<file path="config.mk">
export PLATFORM = sky130hd
export DESIGN_NAME = ripple_counter
export DESIGN_NICKNAME = d
export VERILOG_FILES = /design/src/rtl/ripple_counter.sv
export SDC_FILE = /design/constraint.sdc
export NUM_CORES = 1
export LEC_CHECK = 0
export BUFFER_PORTS_ARGS = -buffer_cell sky130_fd_sc_hd__buf_2
export CORE_AREA = 2 2 39 41
export DETAILED_ROUTE_END_ITERATION = 8
export DIE_AREA = 0 0 41 43
export PLACE_DENSITY = 0.3
export REMOVE_ABC_BUFFERS = 1
export SKIP_LAST_GASP = 1
export SLEW_MARGIN = 20
export SYNTH_ARGS = -nofsm -noshare
export SYNTH_HDL_FRONTEND = slang
export SYNTH_SLANG_ARGS = --single-unit
export TNS_END_PERCENT = 20
</file>
<file path="constraint.sdc">
create_clock -name clk -period 2.96 [get_ports clk]
set_clock_uncertainty 0.2 [all_clocks]
set_input_delay 0.444 -clock clk [delete_from_list [all_inputs] [get_ports clk]]
set_output_delay 0.444 -clock clk [all_outputs]
set_load 0.03 [all_outputs]
</file>
<file path="src/rtl/ripple_counter.sv">
// Free-running WIDTH-bit binary up-counter built as a synchronous toggle chain.
// Every bit is clocked by clk; reset is synchronous and active-high.
module ripple_counter #(
    parameter int unsigned WIDTH = 4
) (
    input  logic             clk,
    input  logic             rst,
    output logic [WIDTH-1:0] count
);

    logic [WIDTH-1:0] count_q;
    logic [WIDTH-1:0] count_d;
    logic [WIDTH-1:0] toggle_s;

    // Toggle enables: bit 0 always toggles, bit i toggles when all lower bits are 1.
    always_comb begin
        toggle_s    = {WIDTH{1'b0}};
        toggle_s[0] = 1'b1;
        for (int unsigned i = 1; i < WIDTH; i++) begin
            toggle_s[i] = toggle_s[i-1] & count_q[i-1];
        end
    end

    // Next-state: reset overrides the increment, otherwise flip the enabled bits.
    always_comb begin
        count_d = {WIDTH{1'b0}};
        if (rst) begin
            count_d = {WIDTH{1'b0}};
        end else begin
            count_d = count_q ^ toggle_s;
        end
    end

    // State register; rst only acts through count_d on the rising edge.
    always_ff @(posedge clk) begin
        count_q <= count_d;
    end

    assign count = count_q;

endmodule

</file>
==> results_dict.tcl <==
set metrics [dict create \
    drtIter0Drc 2 \
    cpPeakStageDelay_ps 340 \
    cap_violations 0 \
    ctsHoldBuffers 0 \
    grt_pass1_vias 108 \
    clock_sinks 4 \
    worstPathMaxFanout 3 \
    diodes 0 \
    row_count 14 \
    routed-via-count 104 \
    yosysWarnings 0 \
    port_buffers 5 \
    cts_buffers 3 \
    path_cells "buf_2" \
    yosys.area.top_type "dfxtp_1" \
    relSlewSlack 0.895 \
    die_area_um2 1760 \
    cts_resized 0 \
    min_period_ps 1420 \
    p_leak_nw 0.101 \
    yosysSeqAreaShare 0.598 \
    cpMaxStageDelayCell "dfxtp_1" \
    globalRouteTotalUtil 0.0402 \
    register_area_um2 80.1 \
    final_cell_mix "buf_2, dfxtp_1, clkbuf_4" \
    place.gp.congestion 0.552 \
    synth_cell_types 5 \
    multi_input_area_um2 53.8 \
    fp.dieW_um 41 \
    synth.area.top_cells "dfxtp_1, ha_1, nor2b_1" \
    synth_area_um2 134 \
    ys_ff_latch 4 \
    crit_buf_inv 1 \
    clk_latency_ps 230 \
    end_kind "output pin" \
    final_common_cell "buf_2" \
    hp-class "in2reg" \
    layout-drive-gt1-share 0.421 \
    setup_violations 0 \
    dr.pass1.iters 2 \
    hold_viol 0 \
    total_power_mw 0.141 \
    arrival_ps 780 \
    io_pins 6 \
    p_per_area_nw_per_um2 700 \
    utilization 0.146 \
    fin_setup_tns_ps 0 \
    worst_pin_slew_ps 159 \
    synth_top_area_frac 0.598 \
    die_h_um 43 \
    layout_setup_ws_ps 1540 \
    cp-start-kind "flop" \
    status "finished, final reports clean" \
    drc 0 \
    final_nets 25 \
    final-max-slew-violation-count 0 \
    grt-ovfl-total 0 \
    synth_area_per_cell_um2 12.2 \
    tritoncts "done" \
    cp.required_ps 2320 \
    synthToLayoutAreaGrowth_pct 50.5 \
    initial_core_util 0.0967 \
    rsz0062_at_grt "no" \
    min_period_over_period 0.481 \
    largest_register_ffs 4 \
    grt_max_degree 5 \
    post_cts_buffers 0 \
    grt_antenna_before_repair 0 \
    htree_num_levels 1 \
    drt_wl_total_um 234 \
    grt_pass1_wl_um 407 \
    synthCells 11 \
    clockBufferDepth 2 \
    crit_family "flip-flops" \
    via_per_inst 2.97 \
    clk_pin_slew_ps 30 \
    core_um2 1380 \
    crit_type "reg2out" \
    drtAntennaViolNets 0 \
    routedWlPerCell_um 6.69 \
    ff2ff_setup_slack_ps 1760 \
    fmax_ghz 0.702 \
    clock_tree.root_cell "clkbuf_4" \
    vdd.ir_drop.worst_mv 0.262 \
    preCtsSetupSlack_ps 1760 \
    fillerInstances 155 \
]
stage by stage:
step	cell area (um^2)	instances	hold WS (ps)
finish	201	35	225
global route	201	35	219
CTS	201	35	220
detailed placement	179	32	238
global placement	179	32	228
floorplan	134	11	311
synthesized netlist by cell type:
master / n
xnor2_1: 1
nor2_1: 2
dfxtp_1: 4
ha_1: 2
nor2b_1: 2
worst paths after layout:
path	endpoint	startpoint	depth (start not counted)
worst max-delay path	count[0]	count[0]	1
worst min-delay path	count[0]	rst	2
worst max register to register	count[3]	count[0]	4
worst min register to register	count[0]	count[0]	1
cell type report:
type	count	area share
sequential	4	0.398
multi-input combinational	7	0.267
timing repair buffer	5	0.124
clock buffer	3	0.112
tap	16	0.0994
per-layer routing:
layer / share of wire / wire length, um / up-vias / GRT usage
met4: 0 / 0 / 0 / 0.0200
li1: - / - / 52 / -
met3: 0.18 / 43 / 0 / 0.0628
met5: 0 / 0 / - / 0
met2: 0.26 / 62 / 8 / 0.0344
met1: 0.55 / 128 / 44 / 0.0450
logic make-up (layout without fill, tap and decap cells):
group                    Yosys count  count (layout)  share of synthesized area
XOR/XNOR                           1               1                     0.0654
adder cells (fa/ha/maj)            2               2                      0.187
AND/OR/NAND/NOR                    4               4                      0.150
flip-flops                         4               4                      0.598
buffers and inverters              0               8                          0
power by group:
part / internal [mW] / leakage [nW] / switching, mW / total, mW
Sequential: 0.0578 / 0.0329 / 0.00194 / 0.0597
Clock: 0.0452 / 0.0138 / 0.0202 / 0.0653
Combinational: 0.00556 / 0.0539 / 0.0105 / 0.0160
worst register-to-register path, cell delays in order, from the launching register on:
cell	delay [ps]
dfxtp_1	310
ha_1	200
ha_1	190
xnor2_1	140
nor2_1	50
No activity file was read; power rests on OpenSTA's default activity.
